`src/rtl/irq_ctrl_pkg.sv`:
```
`default_nettype none
// ============================================================================
//  Module   : irq_ctrl_pkg
//  Brief    : Shared constants and types for the external-interrupt
//             controller (register map, claim word layout).
//  Revision : 1.0 - initial release
// ============================================================================
package irq_ctrl_pkg;

  localparam int unsigned ADDR_W = 3;
  localparam int unsigned DATA_W = 32;
  localparam int unsigned ID_W   = 5;

  // Register index map of the ce/we register port
  typedef enum logic [ADDR_W-1:0] {
    REG_PENDING = 3'd0,
    REG_MASK    = 3'd1,
    REG_MODE    = 3'd2,
    REG_CLAIM   = 3'd3,
    REG_RAW     = 3'd4
  } reg_addr_e;

  // Result of the lowest-index priority search
  typedef struct packed {
    logic            valid;
    logic [ID_W-1:0] id;
  } claim_t;

  // Claim word as seen by software: {valid, 26'b0, id}
  function automatic logic [DATA_W-1:0] pack_claim(input claim_t c);
    return {c.valid, 26'b0, c.id};
  endfunction

endpackage
`default_nettype wire

```
`src/rtl/irq_ctrl_sync.sv`:
```
`default_nettype none
// ============================================================================
//  Module   : irq_ctrl_sync
//  Brief    : WIDTH-bit, STAGES-deep flop-chain synchroniser for the raw
//             interrupt inputs, asynchronous active-high reset.
//  Revision : 1.0 - initial release
// ============================================================================
module irq_ctrl_sync #(
  parameter int WIDTH  = 16,
  parameter int STAGES = 2
) (
  input  logic             clk,
  input  logic             rst,
  input  logic [WIDTH-1:0] d_i,
  output logic [WIDTH-1:0] q_o
);

  logic [WIDTH-1:0] chain_q [STAGES];

  // Shift each input bit through STAGES flops; stage 0 samples the raw input
  always_ff @(posedge clk or posedge rst) begin
    if (rst) begin
      for (int k = 0; k < STAGES; k++) chain_q[k] <= '0;
    end else begin
      chain_q[0] <= d_i;
      for (int k = 1; k < STAGES; k++) chain_q[k] <= chain_q[k-1];
    end
  end

  assign q_o = chain_q[STAGES-1];

endmodule
`default_nettype wire

```
`src/rtl/irq_ctrl.sv`:
```
`default_nettype none
// ============================================================================
//  Module   : irq_ctrl
//  Brief    : External-interrupt controller. Per-source level/rising-edge
//             mode, pending latch and mask, folded onto N_OUT CPU lines,
//             with a 1-cycle register port and a CLAIM register.
//  Config   : IRQ_CTRL_SYNC_EN - when defined, irq_i passes through a
//             SYNC_STAGES-deep synchroniser; otherwise irq_i is used as-is
//             and must already be synchronous to clk.
//  Revision : 1.0 - initial release
// ============================================================================
module irq_ctrl
  import irq_ctrl_pkg::*;
#(
  parameter int N_SRC       = 16,
  parameter int N_OUT       = 6,
  parameter int SYNC_STAGES = 2
) (
  input  logic             clk,
  input  logic             rst,
  input  logic [N_SRC-1:0] irq_i,
  input  logic             ce_i,
  input  logic             we_i,
  input  logic [2:0]       addr_i,
  input  logic [31:0]      wdata_i,
  output logic [31:0]      rdata_o,
  output logic [N_OUT-1:0] int_o
);

  logic [N_SRC-1:0] sync_irq;

`ifdef IRQ_CTRL_SYNC_EN
  irq_ctrl_sync #(
    .WIDTH  (N_SRC),
    .STAGES (SYNC_STAGES)
  ) u_sync (
    .clk (clk),
    .rst (rst),
    .d_i (irq_i),
    .q_o (sync_irq)
  );
`else
  assign sync_irq = irq_i;
  logic unused_sync_cfg;
  assign unused_sync_cfg = ^SYNC_STAGES;
`endif

  logic [N_SRC-1:0] pend_q, pend_d;
  logic [N_SRC-1:0] mask_q, mask_d;
  logic [N_SRC-1:0] mode_q, mode_d;
  logic [N_SRC-1:0] prev_q;
  logic [N_OUT-1:0] int_q, int_d;
  logic [31:0]      rdata_q, rdata_d;

  logic             rd_en, wr_en;
  logic [N_SRC-1:0] wdata_src;
  logic [N_SRC-1:0] active;
  claim_t           claim;
  logic             claim_take;
  logic [N_SRC-1:0] edge_set, edge_clr, mode_chg;
  logic             unused_wdata;

  assign rd_en        = ce_i & ~we_i;
  assign wr_en        = ce_i & we_i;
  assign wdata_src    = wdata_i[N_SRC-1:0];
  assign unused_wdata = ^wdata_i;
  assign active       = pend_q & mask_q;

  // Lowest-index pending-and-enabled source wins the claim
  always_comb begin
    claim = '0;
    for (int i = N_SRC - 1; i >= 0; i--) begin
      if (active[i]) begin
        claim.valid = 1'b1;
        claim.id    = ID_W'(i);
      end
    end
  end

  assign claim_take = rd_en && (addr_i == REG_CLAIM) && claim.valid;

  // Edge sources set on a synced rising edge and clear by W1C or a claim;
  // the set term is OR-ed last so a coincident edge survives the clear.
  // A mode change drops the pending bit regardless of either mode's rule.
  always_comb begin
    edge_set = sync_irq & ~prev_q;
    edge_clr = (wr_en && addr_i == REG_PENDING) ? wdata_src : '0;
    if (claim_take) edge_clr = edge_clr | (N_SRC'(1'b1) << claim.id);
    mode_chg = (wr_en && addr_i == REG_MODE) ? (wdata_src ^ mode_q) : '0;
    pend_d   = ((~mode_q & sync_irq) |
                (mode_q & (edge_set | (pend_q & ~edge_clr)))) & ~mode_chg;
  end

  // Control register writes
  always_comb begin
    mask_d = mask_q;
    mode_d = mode_q;
    if (wr_en && addr_i == REG_MASK) mask_d = wdata_src;
    if (wr_en && addr_i == REG_MODE) mode_d = wdata_src;
  end

  // Fold enabled pending sources onto CPU lines: source i drives line i%N_OUT
  always_comb begin
    int_d = '0;
    for (int i = 0; i < N_SRC; i++) begin
      int_d[i % N_OUT] = int_d[i % N_OUT] | active[i];
    end
  end

  // Read mux; the registered read data holds until the next read
  always_comb begin
    rdata_d = rdata_q;
    if (rd_en) begin
      rdata_d = '0;
      case (addr_i)
        REG_PENDING: rdata_d[N_SRC-1:0] = pend_q;
        REG_MASK:    rdata_d[N_SRC-1:0] = mask_q;
        REG_MODE:    rdata_d[N_SRC-1:0] = mode_q;
        REG_CLAIM:   rdata_d            = pack_claim(claim);
        REG_RAW:     rdata_d[N_SRC-1:0] = sync_irq;
        default:     rdata_d            = '0;
      endcase
    end
  end

  // State registers, all cleared immediately by the asynchronous reset
  always_ff @(posedge clk or posedge rst) begin
    if (rst) begin
      pend_q  <= '0;
      mask_q  <= '0;
      mode_q  <= '0;
      prev_q  <= '0;
      int_q   <= '0;
      rdata_q <= '0;
    end else begin
      pend_q  <= pend_d;
      mask_q  <= mask_d;
      mode_q  <= mode_d;
      prev_q  <= sync_irq;
      int_q   <= int_d;
      rdata_q <= rdata_d;
    end
  end

  assign rdata_o = rdata_q;
  assign int_o   = int_q;

endmodule
`default_nettype wire

```
`config.mk`:
```
export PLATFORM = sky130hd
export DESIGN_NAME = irq_ctrl
export DESIGN_NICKNAME = d
export VERILOG_FILES = /design/src/rtl/irq_ctrl_pkg.sv /design/src/rtl/irq_ctrl_sync.sv /design/src/rtl/irq_ctrl.sv
export SDC_FILE = /design/constraint.sdc
export NUM_CORES = 1
export LEC_CHECK = 0
export CORE_ASPECT_RATIO = 1.4
export CORE_MARGIN = 3
export CORE_UTILIZATION = 33
export DETAILED_ROUTE_END_ITERATION = 8
export SYNTH_ARGS = -nofsm -noshare
export SYNTH_HDL_FRONTEND = slang
export SYNTH_HIERARCHICAL = 1
export SYNTH_SLANG_ARGS = --single-unit
```
`constraint.sdc`:
```
create_clock -name clk -period 5.5 [get_ports clk]
set_input_delay 1.1 -clock clk [delete_from_list [all_inputs] [get_ports clk]]
set_output_delay 1.1 -clock clk [all_outputs]
set_load 0.05 [all_outputs]
```
Word-level counts from Yosys, hierarchy flattened
Index checks and enable logic that the tools add are counted.
{"block": "classes", "n_reduce_logical": 6, "shifts": 1, "n_mux": 21, "eq_ne": 4, "bitwise_logic": 27}
{"op": "bitwise AND 16 bit", "n": 6}
{"op": "two-way mux 6 bit", "n": 16}
{"op": "one-hot mux 16 bit (5 select lines)", "n": 1}
{"op": "two-way mux 16 bit", "n": 4}
{"op": "NOT 16 bit", "n": 4}
{"op": "OR 16 bit", "n": 3}
{"op": "left shift 1 x 5 -> 16 bit, first input constant", "n": 1}
{"op": "bitwise XOR 16 bit", "n": 1}
{"op": "OR 1 bit", "n": 10}
{"op": "== test 3 x 2 -> 1 bit, second input constant", "n": 2}
{"op": "logical AND 1 bit", "n": 5}
{"op": "== test 3 x 1 -> 1 bit, second input constant", "n": 1}
{"op": "== test 3 bit, second input constant", "n": 1}
{"op": "zero test 3 bit", "n": 1}
{"op": "bitwise AND 1 bit", "n": 2}
{"op": "NOT 1 bit", "n": 1}
{"block": "totals", "reg_bits": 102, "output_inout_bits": 38, "in_bits": 55, "elab_cells": 65}

Longest topological paths before layout
{"block": "logic_depth", "word_depth": 26, "depth_mapped": 9, "depth_no_buf": 6}

Worst setup path before layout
OpenSTA, ideal clock, no wires.
{"block": "synth_timing", "path_kind": "input to register", "startpoint": "in addr_i[0]", "endpoint": "reg mask_q[0]", "stages": 6, "arrival_time_ps": 2438, "setup_slack_ps": 2937, "path_cell_list": "buf_2 nor3b_2 and3_1 buf_4 buf_4 mux2_2"}
{"block": "synth_between", "elab_chain_cells": 2}
{"element": "start, declared", "line": "irq_ctrl.sv:24", "source": "input logic [2:0] addr_i,"}
{"element": "== test 3 x 1 -> 1 bit", "line": "irq_ctrl.sv:98", "source": "if (wr_en && addr_i == REG_MASK) mask_d = wdata_src;"}
{"element": "logical AND 1 bit", "line": "irq_ctrl.sv:98"}
{"element": "end signal, assigned", "line": "irq_ctrl.sv:137", "source": "mask_q <= mask_d;"}
{"element": "end, declared", "line": "irq_ctrl.sv:49", "source": "logic [N_SRC-1:0] mask_q, mask_d;"}
Every way passes these cells.
A chain may end at the register's enable or synchronous reset.

Worst setup path in the final report
{"block": "layout_timing", "startpoint": "in addr_i[1]", "endpoint": "reg pend_q[1]"}
{"block": "layout_between", "elab_chain_cells": 11, "elab_cells_between_ends": 18, "cone_classes": "eq/ne: 2; mux: 3; bitwise: 8; reduce/logical: 5"}
{"element": "zero test 3 bit", "line": "irq_ctrl.sv:87", "source": "edge_clr = (wr_en && addr_i == REG_PENDING) ? wdata_src : '0;"}
{"element": "logical AND 1 bit", "line": "irq_ctrl.sv:87"}
{"element": "two-way mux 16 bit", "line": "irq_ctrl.sv:87"}
{"element": "OR 16 bit", "line": "irq_ctrl.sv:88", "source": "if (claim_take) edge_clr = edge_clr | (N_SRC'(1'b1) << claim.id);"}
{"element": "two-way mux 16 bit", "line": "irq_ctrl.sv:88"}
{"element": "NOT 16 bit", "line": "irq_ctrl.sv:91", "source": "(mode_q & (edge_set | (pend_q & ~edge_clr)))) & ~mode_chg;"}
{"element": "bitwise AND 16 bit", "line": "irq_ctrl.sv:91"}
{"element": "OR 16 bit", "line": "irq_ctrl.sv:91"}
{"element": "bitwise AND 16 bit", "line": "irq_ctrl.sv:91"}
{"element": "OR 16 bit", "line": "irq_ctrl.sv:90", "source": "pend_d = ((~mode_q & sync_irq) |"}
{"element": "bitwise AND 16 bit (*)", "line": "irq_ctrl.sv:91"}
{"element": "net pend_d[1]", "line": "irq_ctrl.sv:48", "source": "logic [N_SRC-1:0] pend_q, pend_d;"}
{"element": "end signal, assigned", "line": "irq_ctrl.sv:136", "source": "pend_q <= pend_d;"}
{"element": "end, declared", "line": "irq_ctrl.sv:48"}
The timed path passes the listed nets; every way through them passes the cells marked *.

==> summary.txt <==
Outcome
  • Status: finished clean

Routing
  • Vias per cell: 5.43
  • First-iteration detailed-routing DRC count: 176
  • Via count: 3845
  • Antenna Violating Nets Remaining: 0
  • Total length of routed wires: 12500 um
  • DR pass1 iterations: 5
  • Drt drc: 0
  • Per-cell routed wire length: 17.7 um

Synthesis
  • Post-Synth Adder-Cell Area: 0
  • Post-synth EDFFs: 0
  • Simple-Gate Fraction of Synth Area: 0.204
  • Async set or reset register ratio after synthesis: 1.00
  • Post-synthesis compound-gate area fraction: 0.204
  • Mapped Cells: 465
  • Synthesis-stage register bit count: 87
  • Syn_area_per_cell: 9.43 um^2
  • XOR/XNOR Fraction of Synth Area: 0
  • Ys flop type: dfrtp_1
  • Ys Warns: 6
  • Syn Std Cell Area: 4380 um^2
  • Main combinational cell family by area after synthesis: simple AND/OR/NAND/NOR gates
  • Post-synthesis mux area share: 0.0411
  • Synth unique cells: 42
  • Post-synthesis sequential area ratio: 0.497

Cells and area
  • Final Core Density: 0.414
  • Synth-to-layout area growth: 22.3%
  • Ant. Diodes: 0
  • Cell area after layout: 5360 um^2
  • Layout cells sized above 1: 0.0774
  • Total Nets Final: 580

Clock tree
  • H-Tree Depth: 3
  • CTS root buf: clkbuf_16
  • Post-cts resize count: 0
  • CTS Sinks: 87
  • Total CTS buffers: 9
  • Clock Latency Late Sink: 350 ps
  • Worst-path clk slew: 60 ps
  • Clk buf depth: 2
  • Post-CTS Setup Bufs: 0
  • CTS Hold Buffers Added: 0
  • CTS tree: done

Critical path
  • Slowest-stage cell, CP: and3_1
  • Crit-path max cell delay: 790 ps
  • Critical setup path kind: in2reg
  • Worst Setup Start Kind: input pin
  • Crit path capture type: register
  • Crit path max-delay family: simple AND/OR/NAND/NOR gates
  • Worst EP arrival: 3600 ps
  • Worst path cell trace: clkdlybuf4s50_1 > nor3b_4 > buf_4 > and3_1 > nand2_1 > a21oi_1 > a211o_1 > a31oi_1
  • Data required time of the critical path: 5680 ps
  • Buf/Inv on CP: 2
  • Worst-path maximum fanout: 18

STA
  • Slew margin rel.: 0.306
  • Highest clock rate: 0.292 GHz
  • Hold Slack: 475 ps
  • RSZ-0062 raised after global routing: no
  • Sum Neg Setup Slack: 0 ps
  • Setup-failing EPs final: 0
  • Max-slew violations: 0
  • Tcrit/Tclk final: 0.622
  • Final Skew: 8.46 ps
  • Hold Vio Cnt, Final: 0
  • Least-Margin Pin Slew: 1030 ps
  • Min cycle time layout: 3420 ps

Placement
  • Buffers on Ports: 61
  • GP Congestion: 0.880
  • Placement Cell Area: 5100 um^2
  • Post-DP HPWL: 8740 um

Global route
  • Antenna violations before repair: 0
  • Grt total ovfl: 0
  • Pin count of the biggest net entering global routing: 56
  • Global-route wire length before repair: 19800 um
  • Number of global-route vias before repair: 3834
  • Total track usage: 0.175

Pwr
  • Worst vdd ir: 168 uV
  • Pwr dens: 370 nW/um^2
  • Leak: 2.34 nW

Die
  • Die Ht: 142 um
  • Die area: 14700 um^2
  • Initial Util: 0.339
  • Num rows: 49
  • Core ar.: 12900 um^2
  • Chip width: 103 um
  • Ports: 93

Flow run
  • Max Cap Viol: 0

Worst hold path
  • Tightest Hold Check Type: reg2reg
flip-flops by register name (all words and copies together) (netlist names):
register  flops
pend_q       16
rdata_o      17
mask_q       16
int_o         6
prev_q       16
mode_q       16
logic make-up after synthesis:
logic type      Yosys count
simple gates            198
compound gates          127
flops                    87
buf+inv                  36
mux                      16
other cells               1
through the flow:
stage	setup WS (ps)	cells	power [mW]
after floorplan	2150	479	1.24
after global placement	1790	692	1.43
after detailed placement	1770	692	1.44
after CTS	2110	708	1.99
after global routing	1910	708	2.09
final	2080	708	1.99
Yosys cell counts (all sizes together), types with 2 or more instances:
cell	n	area, um^2
buf	24	188
dfrtp	87	2180
o21ai	18	90.1
o31a	2	17.5
a221oi	13	114
a211o	13	114
o211ai	4	30.0
a21boi	4	30.0
inv	3	11.3
clkbuf	9	33.8
a31oi	15	93.8
nor2	7	26.3
and3	5	31.3
nor3	2	15.0
nand4	2	12.5
nand3	12	60.1
a22oi	12	90.1
o21a	2	15.0
mux2	16	180
a21oi	24	120
nand2b	3	18.8
a22o	13	114
nor3b	17	149
nor2b	2	12.5
nand2	144	541
worst reg2reg max path: stages (launching register included):
cell and delay [ps]:
dfrtp_1 420, a22oi_1 280, a21boi_0 310, o21a_1 200
o211ai_1 90, a21boi_0 830, a31oi_1 180
final timing paths:
check                              to  depth (start not counted)  slack, ps  startpoint
setup / recovery            pend_q[1]                          8       2080   addr_i[1]
hold / removal             rdata_o[3]                          1        480  rdata_o[3]
setup reg to reg           pend_q[14]                          6       3030   pend_q[4]
hold reg to reg            rdata_o[3]                          1        480  rdata_o[3]
max in group asynchronous   prev_q[1]                          3       3250         rst
min in group asynchronous   prev_q[9]                          2       1260         rst
report_power, final:
| group | internal, mW | switching (mW) |
|---|---|---|
| Sequential | 0.748 | 0.100 |
| Clock | 0.304 | 0.248 |
| Combinational | 0.216 | 0.369 |
| Total | 1.27 | 0.717 |
cell type report:
cell class	instances	area, um^2
clock buffer	12	236
multi-input combinational	356	2030
sequential	87	2180
clock inverter	4	22.5
tap	178	223
fill	1263	7580
timing repair buffer	68	663
inverter	3	12.5
per-layer routing:
metal,vias to the layer above,global-route usage,routed length [um]
met3,41,0.0319,532
met4,0,0.0941,563
li1,1774,-,-
met2,143,0.294,6420
met1,1887,0.207,5000
met5,-,0,0
placed cells by master (no fill, tap or decap), types with 4 or more instances in the layout:
cell,Yosys,final
nand2_1,144,144
dfrtp_1,87,87
clkdlybuf4s50_1,0,61
a21oi_1,24,24
o21ai_0,18,18
mux2_2,16,16
a31oi_1,15,15
conb_1,1,15
nor3b_1,14,14
a22o_1,13,13
a221oi_1,13,13
a211o_1,13,13
a22oi_1,12,12
nand3_1,12,12
clkbuf_16,0,9
nor2_1,7,7
buf_4,17,7
and3_1,5,5
o211ai_1,4,4
a21boi_0,4,4
clkinv_2,0,4
No activity file was read; power rests on OpenSTA's default activity.
